## src/rtl/id_ex_register.sv

```systemverilog
// ID/EX pipeline register: captures decode-stage control, operands and addresses for EX,
// with stall hold, deferred flush and a saturating count of bubbles entering EX.
module id_ex_register #(
    parameter int DATA_W = 32,
    parameter int CNT_W  = 16
) (
    input  logic              clk_i,
    input  logic              rst_i,
    input  logic              stall_i,
    input  logic              flush_i,
    input  logic [1:0]        EX_signal_i,
    input  logic [2:0]        MEM_signal_i,
    input  logic [1:0]        WB_signal_i,
    input  logic [DATA_W-1:0] pc_i,
    input  logic [DATA_W-1:0] RS1data_i,
    input  logic [DATA_W-1:0] RS2data_i,
    input  logic [DATA_W-1:0] imm_i,
    input  logic [9:0]        funct_i,
    input  logic [4:0]        RS1addr_i,
    input  logic [4:0]        RS2addr_i,
    input  logic [4:0]        RDaddr_i,
    output logic [1:0]        EX_signal_o,
    output logic [2:0]        MEM_signal_o,
    output logic [1:0]        WB_signal_o,
    output logic [DATA_W-1:0] pc_o,
    output logic [DATA_W-1:0] RS1data_o,
    output logic [DATA_W-1:0] RS2data_o,
    output logic [DATA_W-1:0] imm_o,
    output logic [9:0]        funct_o,
    output logic [4:0]        RS1addr_o,
    output logic [4:0]        RS2addr_o,
    output logic [4:0]        RDaddr_o,
    output logic              valid_o,
    output logic              flush_pending_o,
    output logic [CNT_W-1:0]  bubble_cnt_o
);

    logic             take_flush;
    logic             upstream_bubble;
    logic             count_bubble;
    logic             cnt_saturated;
    logic [CNT_W-1:0] cnt_next;

    // A flush deferred by an earlier stall is honoured at the first unstalled edge.
    assign take_flush      = !stall_i && (flush_i || flush_pending_o);
    assign upstream_bubble = ({EX_signal_i, MEM_signal_i, WB_signal_i} == 7'd0);
    assign count_bubble    = !stall_i && (take_flush || upstream_bubble);
    assign cnt_saturated   = (bubble_cnt_o == {CNT_W{1'b1}});

    always_comb begin
        cnt_next = bubble_cnt_o;
        if (count_bubble && !cnt_saturated) begin
            cnt_next = bubble_cnt_o + CNT_W'(1);
        end
    end

    // Pending-flush bookkeeping and bubble counter.
    always_ff @(posedge clk_i) begin
        if (rst_i) begin
            flush_pending_o <= 1'b0;
            bubble_cnt_o    <= '0;
        end else begin
            if (stall_i) begin
                flush_pending_o <= flush_pending_o | flush_i;
            end else begin
                flush_pending_o <= 1'b0;
            end
            bubble_cnt_o <= cnt_next;
        end
    end

    // Payload and valid: hold under stall, zero on flush, otherwise load as presented.
    always_ff @(posedge clk_i) begin
        if (rst_i || take_flush) begin
            EX_signal_o  <= '0;
            MEM_signal_o <= '0;
            WB_signal_o  <= '0;
            pc_o         <= '0;
            RS1data_o    <= '0;
            RS2data_o    <= '0;
            imm_o        <= '0;
            funct_o      <= '0;
            RS1addr_o    <= '0;
            RS2addr_o    <= '0;
            RDaddr_o     <= '0;
            valid_o      <= 1'b0;
        end else if (!stall_i) begin
            EX_signal_o  <= EX_signal_i;
            MEM_signal_o <= MEM_signal_i;
            WB_signal_o  <= WB_signal_i;
            pc_o         <= pc_i;
            RS1data_o    <= RS1data_i;
            RS2data_o    <= RS2data_i;
            imm_o        <= imm_i;
            funct_o      <= funct_i;
            RS1addr_o    <= RS1addr_i;
            RS2addr_o    <= RS2addr_i;
            RDaddr_o     <= RDaddr_i;
            valid_o      <= !upstream_bubble;
        end
    end

endmodule

```

## config.mk

```make
export PLATFORM = sky130hd
export DESIGN_NAME = id_ex_register
export DESIGN_NICKNAME = d
export VERILOG_FILES = /design/src/rtl/id_ex_register.sv
export SDC_FILE = /design/constraint.sdc
export NUM_CORES = 1
export LEC_CHECK = 0
export ABC_AREA = 1
export CAP_MARGIN = 20
export CORE_ASPECT_RATIO = 0.6
export CORE_UTILIZATION = 40
export DETAILED_ROUTE_END_ITERATION = 10
export PLACE_DENSITY = 0.81
export SLEW_MARGIN = 20
export SYNTH_ARGS = -nofsm -noshare
export SYNTH_HDL_FRONTEND = slang
export SYNTH_SLANG_ARGS = --single-unit
```

## constraint.sdc

```tcl
create_clock -name clk_i -period 1.72 [get_ports clk_i]
set_clock_uncertainty 0.1 [all_clocks]
set_input_delay 0.43 -clock clk_i [delete_from_list [all_inputs] [get_ports clk_i]]
set_output_delay 0.43 -clock clk_i [all_outputs]
set_load 0.05 [all_outputs]
```

Word-level counts from Yosys, hierarchy flattened
Cells that the tools add are included. Widths: inputs -> output; s select.

Add/sub/neg operators: 1. Eq/ne operators: 1. Bitwise logic cells: 2. Reductions and logical operators: 11.

Operators with widths (count): $add 16x1->16 const B (1); $eq 16x16->1 const B (1); $logic_not 7->1 (1); $logic_and 1x1->1 (3); $logic_not 1->1 (3); $logic_or 1x1->1 (3); $reduce_or 2->1 (1); $not 1->1 (1); $or 1x1->1 (1).

Register bits after elaboration: 178. Input port bits: 164. Output and inout port bits: 178. Logic and storage cells: 29.

Longest topological paths before layout
Depth in word-level cells: 5. Gate-level depth with buffers: 9.

Least setup slack after synthesis
Ideal clock, no wire load.

Path kind: reg2reg. Start point: register bubble_cnt_o[0]. End point: register bubble_cnt_o[13]. Library setup time: 115 ps. Data arrival time: 1606 ps. Required time: 1505 ps. Path slack: -101 ps. Cell stages (with the launch flop): 9. Buffers on the path: 0. Cell sequence: dfxtp_1 > ha_1 > nand3_1 > inv_2 > nand2_2 > nor2_2 > nor2_4 > nor2_1 > nor2_1.

Longest elaborated chain between the ends: 3. Elaborated cells between the ends (all ways): 4. Classes of those cells: add/sub: 1; eq/ne: 1; reduce/logical: 2.

Ends and longest elaborated chain: start, declared (RTL line 35) `output logic [CNT_W-1:0] bubble_cnt_o`; start signal, assigned (RTL line 68) `bubble_cnt_o <= cnt_next;`; parallel branches: the longest is 3 deep, another holds $add 16x1->16.

Several ways; the timed one is not identified. A chain may end at the register's enable or synchronous reset.

Final worst setup path
Start point: register bubble_cnt_o[7]. End point: output port bubble_cnt_o[7].

No word-level cell between the ends.

==> impl_metrics.json <==
{
  "maxSlewHeadroom": 0.757,
  "peak_per_stage_delay_on_the_critical_path_ns": 0.41,
  "finalNonFillerCells": 1438,
  "critPathLaunchType": "flop",
  "insertion_delay_ns": 0.41,
  "worstHoldPathType": "in -> reg",
  "endpoint_kind": "output port",
  "critical_path_fanouts_max": 3,
  "whs_path_depth": 4,
  "dp_worst_setup_slack_ns": -0.300,
  "path_delay_family": "flip-flops",
  "critical_path.reg2reg.endpoint": "bubble_cnt_o[0]",
  "finalCritPeriodShare": 0.956,
  "gr-max-usage-layer": "met2",
  "synthToLayoutAreaGrowth_pct": 93.2,
  "aggregate_negative_setup_slack_ns": 0,
  "initial_core_utilization": 0.419,
  "run_status": "finished, final reports clean",
  "leakage_nw": 5.10,
  "drt-initial-drc-count": 470,
  "final_hold_viol_count": 0,
  "dr.pass1.iters": 5,
  "grtUsageTotal": 0.286,
  "io_buffer_count": 341,
  "cts-buffers-inserted": 17,
  "cts-hold-fix-buffers": 0,
  "number_of_synthesized_flops_with_an_enable_pin": 0,
  "irDropWorstVdd_mv": 0.678,
  "cts_buffer_depth": 2,
  "crit_path_top_delay_cell": "sky130_fd_sc_hd__dfxtp_1",
  "ratio_of_cells_with_drive_above_1_in_the_final_layout": 0.215,
  "grt_use_met1": 0.340,
  "totalPowerFinal_mw": 10.8,
  "antenna_left": 0,
  "tritoncts_clock_tree": "yes",
  "finalWorstPathRequiredPeriod_ns": 1.64,
  "whs_endpoint": "WB_signal_o[1]",
  "wire_per_inst_um": 17.1,
  "power.density_nw_per_um2": 847,
  "routabilityCongestion": 0.853,
  "postSynth.topFlopCell": "sky130_fd_sc_hd__dfxtp_1",
  "syn_nets": 1046,
  "fraction_of_synthesized_cell_area_taken_by_the_top_area_cell_type": 0.542,
  "mostFrequentLayoutCells": "sky130_fd_sc_hd__nand2_1, sky130_fd_sc_hd__buf_12, sky130_fd_sc_hd__dfxtp_1",
  "yosys.area.top_type": "sky130_fd_sc_hd__dfxtp_1",
  "met2_usage_grt": 0.504,
  "commonest_non_fill_non_tap_cell_in_the_layout": "sky130_fd_sc_hd__nand2_1",
  "cts.root.buffer_cell": "sky130_fd_sc_hd__clkbuf_16",
  "critical_path_buf_inv_count": 2,
  "internal_power_mw": 7.50,
  "post_synth.cell_area_avg_um2": 7.46,
  "clock.fmax_mhz": 608,
  "comb_power_share": 0.246,
  "finalSetupViolations": 0,
  "reg2regPathDepth": 9,
  "n_fill_cell": 953,
  "timing.max_cap.violations": 0,
  "net-switching-power_mw": 3.26,
  "worst_hold_startpoint": "stall_i",
  "cts-htree-levels": 4,
  "groute.layer.met3.usage": 0.0809,
  "grt_ovf": 0,
  "actual_slew_at_the_worst_max_slew_pin_ns": 0.365,
  "grt_max_degree": 70,
  "setup_ws_ns": 0.0762,
  "antennaDiodeCount": 0,
  "power.switching_fraction": 0.303,
  "die_height_um": 101,
  "number_of_standard_cells_after_synthesis": 881,
  "layout.nets": 1389,
  "rsz0062_at_grt": "false",
  "post_synth_main_area_contributors": "sky130_fd_sc_hd__dfxtp_1, sky130_fd_sc_hd__nand2_1, sky130_fd_sc_hd__a21oi_1",
  "crit-reg2reg-launch": "bubble_cnt_o[0]",
  "vias_per_cell": 4.93,
  "floorplan.rows": 35,
  "total_number_of_vias": 7090,
  "power.sequential.fraction": 0.422,
  "clock_sink_count": 178,
  "synthArstFlopShare": 0,
  "synth.yosys.seq_area_share": 0.542,
  "crit_arrival_ns": 1.11,
  "finalCoreUtilization": 0.810,
  "first_global_vias": 7052,
  "die_x_um": 167,
  "synth.distinct_cells": 22,
  "timing_max_transition_violations_final": 0,
  "yosys_warnings": 0,
  "ioPinCount": 342,
  "final_routed_wirelength_um": 24600,
  "r2r_setup_slack_ns": 0.08,
  "synth_seq_cells": 178,
  "worst-setup-path-type": "reg -> out",
  "drcViolationCount": 0,
  "cp_cell_sequence": "buf_4 > buf_12",
  "estimated_wirelength_of_the_detail_placed_design_um": 18700,
  "syn_area_um2": 6570,
  "crit_required_ns": 1.19,
  "floorplan.core_area_um2": 15700,
  "clkPwrFrac": 0.333,
  "clk_transition_reported_paths_ns": 0.07,
  "dp_cells": 1408,
  "antenna_violations_before_repair": 0,
  "grt_pass1_wl_um": 37600,
  "full_die_area_um2": 17000
}
## worst max-delay path by stage
| stage | cells after the start | startpoint | endpoint | slack (ns) |
|---|---|---|---|---|
| finish | 2 | bubble_cnt_o[7] | bubble_cnt_o[7] | 0.08 |
| global route | 9 | bubble_cnt_o[8] | bubble_cnt_o[15] | 0.007 |
| CTS | 8 | bubble_cnt_o[0] | bubble_cnt_o[8] | 0.05 |
| detailed placement | 8 | flush_i | bubble_cnt_o[5] | -0.30 |
| global placement | 7 | WB_signal_i[0] | bubble_cnt_o[14] | -0.22 |
| floorplan | 7 | bubble_cnt_o[2] | bubble_cnt_o[13] | 0.06 |
## power by group through the flow
stage	clock network [mW]	registers, mW	logic, mW
after global routing	3.84	4.56	2.76
after detailed placement	0	4.63	2.64
final	3.58	4.53	2.64
after global placement	0	4.61	2.59
after floorplan	0	5.23	0.478
after CTS	3.65	4.53	2.65
## sequential cells by signal, summed over array words and instances (netlist names)
register / count
pc_o: 32
bubble_cnt_o: 16
RDaddr_o: 5
EX_signal_o: 2
funct_o: 10
RS2addr_o: 5
MEM_signal_o: 3
WB_signal_o: 2
flush_pending_o: 1
imm_o: 32
RS1data_o: 32
RS2data_o: 32
valid_o: 1
RS1addr_o: 5
## synthesized netlist by cell type, types with 2 or more instances
cell	n
sky130_fd_sc_hd__inv_1	17
sky130_fd_sc_hd__buf_2	27
sky130_fd_sc_hd__a21oi_1	159
sky130_fd_sc_hd__dfxtp_1	178
sky130_fd_sc_hd__nand4_1	3
sky130_fd_sc_hd__nand2_1	381
sky130_fd_sc_hd__nor2_2	3
sky130_fd_sc_hd__clkbuf_1	22
sky130_fd_sc_hd__nor2_1	51
sky130_fd_sc_hd__xor2_1	7
sky130_fd_sc_hd__nand3_1	7
sky130_fd_sc_hd__o21ai_0	4
sky130_fd_sc_hd__nor3_1	2
sky130_fd_sc_hd__buf_6	2
sky130_fd_sc_hd__nor2_4	2
sky130_fd_sc_hd__nand2_2	4
sky130_fd_sc_hd__inv_2	4
sky130_fd_sc_hd__buf_4	4
## worst reg2reg max path, cell delays in order (launching register included)
cell,delay [ns]
sky130_fd_sc_hd__dfxtp_2,0.32
sky130_fd_sc_hd__ha_1,0.22
sky130_fd_sc_hd__nand3_1,0.17
sky130_fd_sc_hd__inv_2,0.06
sky130_fd_sc_hd__nand2_2,0.12
sky130_fd_sc_hd__nor2_2,0.07
sky130_fd_sc_hd__nor2_4,0.25
sky130_fd_sc_hd__nand2_1,0.09
sky130_fd_sc_hd__nand2_1,0.08
sky130_fd_sc_hd__nor2_1,0.05
## layout make-up
cell class	count	area [um2]	area share
Timing Repair Buffer	379	5590	0.440
Sequential cell	178	3570	0.281
Multi-Input combinational cell	626	2670	0.210
Clock buffer	18	429	0.0338
Tap cell	203	254	0.0200
Clock inverter	12	101	0.00798
Inverter	22	85.1	0.00670
## metrics by stage
| stage | hold slack [ns] | cell area [um2] |
|---|---|---|
| 2_1_floorplan | 0.402 | 6580 |
| 3_3_place_gp | 0.389 | 12200 |
| 3_5_place_dp | 0.392 | 12200 |
| 4_1_cts | 0.336 | 12700 |
| 5_1_grt | 0.348 | 12700 |
| 6_report | 0.354 | 12700 |
## repair_timing
| action | in CTS | in global routing |
|---|---|---|
| resized for setup | 0 | 4 |
| endpoints found under the setup margin | 0 | 11 |
| setup buffers | 0 | 0 |
## logic make-up after synthesis
kind of cell | Yosys count | share of synthesized area
AND/OR/NAND/NOR | 454 | 0.267
flip-flops | 178 | 0.542
AO/OA/AOI/OAI | 164 | 0.125
buffers and inverters | 77 | 0.0537
XOR/XNOR | 7 | 0.00933
adder cells (fa/ha/maj) | 1 | 0.00190
## metal layers
layer,up-vias,share of wire
met5,-,0
met4,0,0.025
met3,41,0.071
met2,246,0.50
met1,3342,0.40
li1,3461,-
Power figures use the tool's default switching activity.
